`src/rtl/lsr_window_loader.sv`:
```
// Sample window assembler feeding the LSR4 least-squares stage.
// Shifts accepted samples into a DATA_SIZE-point window and holds start until LSR4 signals done.
module lsr_window_loader #(
   parameter int DATA_SIZE = 7,
   parameter int WIDTH     = 16,
   parameter int HOP       = 1
) (
   input  logic                              clk,
   input  logic                              rst,
   input  logic                              s_valid,
   output logic                              s_ready,
   input  logic signed [WIDTH-1:0]           s_data,
   input  logic                              flush,
   output logic [DATA_SIZE*WIDTH-1:0]        win_data,
   output logic                              win_start,
   input  logic                              lsr_done,
   output logic [15:0]                       win_count,
   output logic [$clog2(DATA_SIZE+1)-1:0]    fill_level
);

   localparam int FL_W = $clog2(DATA_SIZE + 1);
   localparam logic [FL_W-1:0] LAST_LVL = FL_W'(DATA_SIZE - 1);
   localparam logic [FL_W-1:0] KEEP_LVL = FL_W'(DATA_SIZE - HOP);

   if (DATA_SIZE < 2) begin : g_bad_size
      $error("lsr_window_loader: DATA_SIZE must be >= 2");
   end
   if (HOP < 1 || HOP > DATA_SIZE) begin : g_bad_hop
      $error("lsr_window_loader: HOP must be in 1..DATA_SIZE");
   end

   typedef enum logic {ST_FILL, ST_WAIT} state_t;

   state_t                  state_q, state_d;
   logic signed [WIDTH-1:0] win_q [DATA_SIZE];
   logic [FL_W-1:0]         fill_q, fill_d;
   logic [15:0]             cnt_q, cnt_d;
   logic                    ready_q;
   logic                    start_q;
   logic                    accept;
   logic                    shift_en;
   logic                    clear_en;

   assign accept = s_valid & ready_q & (state_q == ST_FILL);

   always_comb begin
      state_d  = state_q;
      fill_d   = fill_q;
      cnt_d    = cnt_q;
      shift_en = 1'b0;
      clear_en = 1'b0;
      if (flush) begin
         state_d  = ST_FILL;
         fill_d   = '0;
         clear_en = 1'b1;
      end else begin
         case (state_q)
            ST_FILL: begin
               if (accept) begin
                  shift_en = 1'b1;
                  fill_d   = fill_q + FL_W'(1);
                  if (fill_q == LAST_LVL) state_d = ST_WAIT;
               end
            end
            ST_WAIT: begin
               // Retained samples already sit in the high slots, so only the level rewinds.
               if (lsr_done) begin
                  cnt_d   = cnt_q + 16'd1;
                  fill_d  = KEEP_LVL;
                  state_d = ST_FILL;
               end
            end
            default: state_d = ST_FILL;
         endcase
      end
   end

   // Handshake outputs are registered from the next state so they change one edge after the event.
   always_ff @(posedge clk or negedge rst) begin
      if (!rst) begin
         state_q <= ST_FILL;
         fill_q  <= '0;
         cnt_q   <= '0;
         ready_q <= 1'b0;
         start_q <= 1'b0;
      end else begin
         state_q <= state_d;
         fill_q  <= fill_d;
         cnt_q   <= cnt_d;
         ready_q <= (state_d == ST_FILL);
         start_q <= (state_d == ST_WAIT);
      end
   end

   always_ff @(posedge clk or negedge rst) begin
      if (!rst) begin
         for (int k = 0; k < DATA_SIZE; k++) win_q[k] <= '0;
      end else if (clear_en) begin
         for (int k = 0; k < DATA_SIZE; k++) win_q[k] <= '0;
      end else if (shift_en) begin
         for (int k = 0; k < DATA_SIZE - 1; k++) win_q[k] <= win_q[k+1];
         win_q[DATA_SIZE-1] <= s_data;
      end
   end

   for (genvar k = 0; k < DATA_SIZE; k++) begin : g_flat
      assign win_data[k*WIDTH +: WIDTH] = win_q[k];
   end

   assign s_ready    = ready_q;
   assign win_start  = start_q;
   assign win_count  = cnt_q;
   assign fill_level = fill_q;

endmodule

```
`config.mk`:
```
export PLATFORM = sky130hd
export DESIGN_NAME = lsr_window_loader
export DESIGN_NICKNAME = d
export VERILOG_FILES = /design/src/rtl/lsr_window_loader.sv
export SDC_FILE = /design/constraint.sdc
export NUM_CORES = 1
export LEC_CHECK = 0
export BUFFER_PORTS_ARGS = -buffer_cell sky130_fd_sc_hd__buf_2
export CAP_MARGIN = 20
export CORE_ASPECT_RATIO = 1.25
export CORE_MARGIN = 1.5
export CORE_UTILIZATION = 35
export CTS_CLUSTER_SIZE = 16
export DETAILED_ROUTE_END_ITERATION = 10
export PLACE_DENSITY = 0.68
export SLEW_MARGIN = 20
export SYNTH_ARGS = -nofsm -noshare
export SYNTH_HDL_FRONTEND = slang
export SYNTH_SLANG_ARGS = --single-unit
```
`constraint.sdc`:
```
create_clock -name clk -period 2.8 [get_ports clk]
set_input_delay 0.42 -clock clk [delete_from_list [all_inputs] [get_ports clk]]
set_output_delay 0.42 -clock clk [all_outputs]
set_load 0.02 [all_outputs]
```
==> impl.org <==
** Pwr
- P per Cell Area :: 649 nW/um2
- For this design the static power due to leakage is 3.42 nW.
- VDD sags by at most 0.000331 V.

** Timing
- Summed over all failing endpoints, the final setup total negative slack is 0 ns.
- RSZ-0062 raised after global routing :: no
- Between clock sinks in the finished design, the worst skew comes to 0.00465 ns.
- Fraction of the cycle the final worst path needs :: 0.618
- Slew of the pin with the lowest slew margin :: 0.748 ns
- Worst slew margin relative to its limit :: 0.501
- After layout, the minimum clock period comes to 1.73 ns.
- Static timing analysis puts the maximum clock frequency at 0.577 GHz.
- The final-report hold violation count is 0.
- Setup violations remaining at the end of the flow were counted as 0.
- Hold timing on the final database bottoms out at a slack of 0.233 ns.
- The number of pins with negative max-slew slack in the final report is 0.

** Setup path
- Type of the worst setup path :: reg -> reg
- On the worst path, the slowest cell contributes a delay of 0.58 ns.
- Traced cell by cell, the critical path runs through nand3b_1 > buf_4 > nand2_1 > a21oi_1.
- Crit. End Element :: flip-flop
- STA classifies the critical path startpoint as a flip-flop.
- Crit path arrival time :: 2.06 ns
- In this run the worst path has a maximum fanout of 72.
- The slowest stage of the critical path belongs to the cell sky130_fd_sc_hd__buf_4.
- For the worst setup path, the data required time is 3.13 ns.

** Synth
- Synthesis warning total :: 0
- For this run, the register share of the synthesized area comes to 0.626.
- Library cell occupying the most area in the post-synthesis netlist :: sky130_fd_sc_hd__dfrtp_1
- Post-synthesis instance total :: 572
- The cell area that synthesis handed to floorplanning was 5320 um2.
- Synth top area share :: 0.626
- Mean instance size in the synthesized netlist :: 9.29 um2
- Count of unique library cells instantiated by Yosys :: 26
- Leading post-synthesis cells by cell area :: sky130_fd_sc_hd__dfrtp_1 (63%), sky130_fd_sc_hd__nand2_1 (16%), sky130_fd_sc_hd__a21oi_1 (11%), sky130_fd_sc_hd__clkbuf_1 (1.8%), sky130_fd_sc_hd__xnor2_1 (1.8%)
- Syn_nets :: 596
- After synthesis the netlist holds a flip-flop and latch count of 133.

** Clock network
- Total number of clock tree sinks :: 133
- CTS tree :: built
- Maximum number of buffers from clock root to sink :: 2
- Clk Latency, worst-skew pair :: 0.42 ns
- Once the clock tree was built, the resizer swapped 0 gates to a different size.
- CTS placed an instance of sky130_fd_sc_hd__clkbuf_16 at the clock tree root.
- Total number of H-tree levels :: 4
- After clock tree synthesis, the clock-pin slew on the worst setup and hold paths is 0.06 ns.
- Clock tree synthesis inserted a total of 17 buffers.

** Final layout
- Across the whole layout, storage elements account for 3330 um2.
- Layout Nets :: 741
- Relative area change from synthesis to final layout :: 29.5%
- Summing all multi-input logic gate instances after layout gives 1830 um2.
- In the layout the commonest cells are sky130_fd_sc_hd__nand2_1 (233), sky130_fd_sc_hd__buf_2 (151), sky130_fd_sc_hd__dfrtp_1 (133).
- The number of antenna diodes in the final layout is 0.
- Most common library cell in the layout ignoring fill and taps :: sky130_fd_sc_hd__nand2_1
- Fill cell instance count of the final layout :: 1491
- Ratio of cells with drive above 1 in the final layout :: 0.267

** Run
- Max-cap violations in this run came to 0.

** Place
- Port Buffer Count :: 153
- After legalization and detailed placement, the total HPWL measured 8740 um.
- At the end of routability-driven placement, the weighted congestion stood at 0.778.

** Floorplan
- The floorplan has 50 rows.
- Horizontal die dimension :: 113 um
- Effective utilization at floorplan :: 0.357
- Die ar. :: 15900 um2
- Pin placement for this block handled 154 I/O pins.
- The floorplan step defined a core boundary enclosing 14900 um2.
- The die is 141 um tall.

** Route
- The detail route stage leaves a number of antenna-violating nets equal to 0.
- Wires add up to 13300 um.
- Dividing the detail-routed wire length by the instance count gives 14.6 um.
- Vias :: 4348
- DRC errors left :: 0
- After detailed routing, the number of vias per cell comes to 4.77.
- For this block, the initial DRC count from the detailed router was 288.
- Detailed-router iteration count before antenna repair :: 4

** Worst hold path
- The min-delay analysis places its worst path in the category in -> reg.

** GRT
- Wire length of the first global-routing pass :: 21400 um
- After global routing the overflow that remains totals 0.
- The via count of the first global-routing pass was 4099.
- Antenna violations before repair :: 0
- Across every metal layer, demand over resource in global routing totals 0.172.
- Entering global routing, the biggest net connects 73 pins.

** Status
- Outcome :: finished clean
[worst paths after layout]
| check | depth (start not counted) | endpoint | slack [ns] | startpoint |
|---|---|---|---|---|
| hold reg to reg | 1 | win_count[15] | 0.47 | win_count[15] |
| setup reg to reg | 4 | win_data[78] | 1.07 | win_start |
| min in group asynchronous | 2 | win_data[110] | 0.46 | rst |
| setup / recovery | 4 | win_data[78] | 1.07 | win_start |
| hold / removal | 3 | win_data[99] | 0.23 | s_data[3] |
| max in group asynchronous | 3 | win_data[30] | 1.51 | rst |
[metrics by stage]
step | power, W | std cells | utilization | instance area (um2) | setup slack (ns)
floorplan | 0.00214 | 572 | - | 5320 | 1.12
global placement | 0.00226 | 879 | 0.421 | 6270 | 0.997
detailed placement | 0.00226 | 879 | 0.421 | 6270 | 0.975
CTS | 0.00453 | 911 | 0.462 | 6880 | 1.06
global route | 0.00464 | 911 | 0.462 | 6880 | 0.895
finish | 0.00447 | 911 | 0.462 | 6880 | 1.07
[cell usage after synthesis]
cell type / n
sky130_fd_sc_hd__a211oi_1: 1
sky130_fd_sc_hd__a21oi_1: 114
sky130_fd_sc_hd__a311oi_1: 1
sky130_fd_sc_hd__a32oi_1: 1
sky130_fd_sc_hd__and3_1: 1
sky130_fd_sc_hd__and3b_1: 1
sky130_fd_sc_hd__and4_1: 1
sky130_fd_sc_hd__buf_1: 5
sky130_fd_sc_hd__buf_2: 6
sky130_fd_sc_hd__clkbuf_1: 26
sky130_fd_sc_hd__dfrtp_1: 133
sky130_fd_sc_hd__ha_1: 3
sky130_fd_sc_hd__inv_1: 5
sky130_fd_sc_hd__nand2_1: 233
sky130_fd_sc_hd__nand3_1: 5
sky130_fd_sc_hd__nand3b_1: 1
sky130_fd_sc_hd__nand3b_2: 1
sky130_fd_sc_hd__nand4_1: 4
sky130_fd_sc_hd__nor2_1: 7
sky130_fd_sc_hd__nor3_1: 3
sky130_fd_sc_hd__nor3b_1: 1
sky130_fd_sc_hd__nor4_4: 1
sky130_fd_sc_hd__or2_2: 2
sky130_fd_sc_hd__or3b_1: 1
sky130_fd_sc_hd__xnor2_1: 11
sky130_fd_sc_hd__xor2_1: 4
[worst max-delay path: cells and delay by family, from the launching register on]
| family | cells | cell delay, ns |
|---|---|---|
| buffers and inverters | 1 | 0.58 |
| and+or+nand+nor | 2 | 0.32 |
| AOI/OAI and AO/OA | 1 | 0.18 |
| DFF | 1 | 0.52 |
[power breakdown]
group | switching, W | internal, W
clock network | 0.000783 | 0.00146
logic | 0.000186 | 0.0000628
registers | 0.0000236 | 0.00195
total | 0.000994 | 0.00348
[layout make-up]
| type | instances | share of cell area |
|---|---|---|
| Sequential cell | 133 | 0.483 |
| Multi-Input combinational cell | 397 | 0.266 |
| Timing Repair Buffer | 163 | 0.127 |
| Clock buffer | 23 | 0.0694 |
| Tap cell | 182 | 0.0331 |
| Clock inverter | 8 | 0.0180 |
| Inverter | 5 | 0.00273 |
[timing repair]
action / CTS / global route
endpoints found under the hold margin: 35 / 0
buffers inserted: 0 / 0
hold buffers: 1 / 0
[flip-flops by register name (all words and copies together), names as in the netlist]
name,flops
fill_level,3
s_ready,1
win_count,16
win_data,112
win_start,1
[per-layer routing]
metal  vias up  wire [um]  track usage  part of all wire
met5         -          0            0                 0
met3        17        865       0.0593             0.065
met1      2050       6080        0.230              0.46
li1       2145          -            -                 -
met2       136       6110        0.258              0.46
met4         0        240       0.0651             0.018
[logic make-up (layout without fill, tap and decap cells)]
kind of cell / count (synthesis) / after routing / share of synthesized area
AOI/OAI and AO/OA: 117 / 117 / 0.112
DFF: 133 / 133 / 0.626
adders and majority gates: 3 / 3 / 0.00706
buffers and inverters: 42 / 199 / 0.0311
and+or+nand+nor: 262 / 262 / 0.199
xor gates and xnor gates: 15 / 15 / 0.0247
Power figures use the tool's default switching activity.
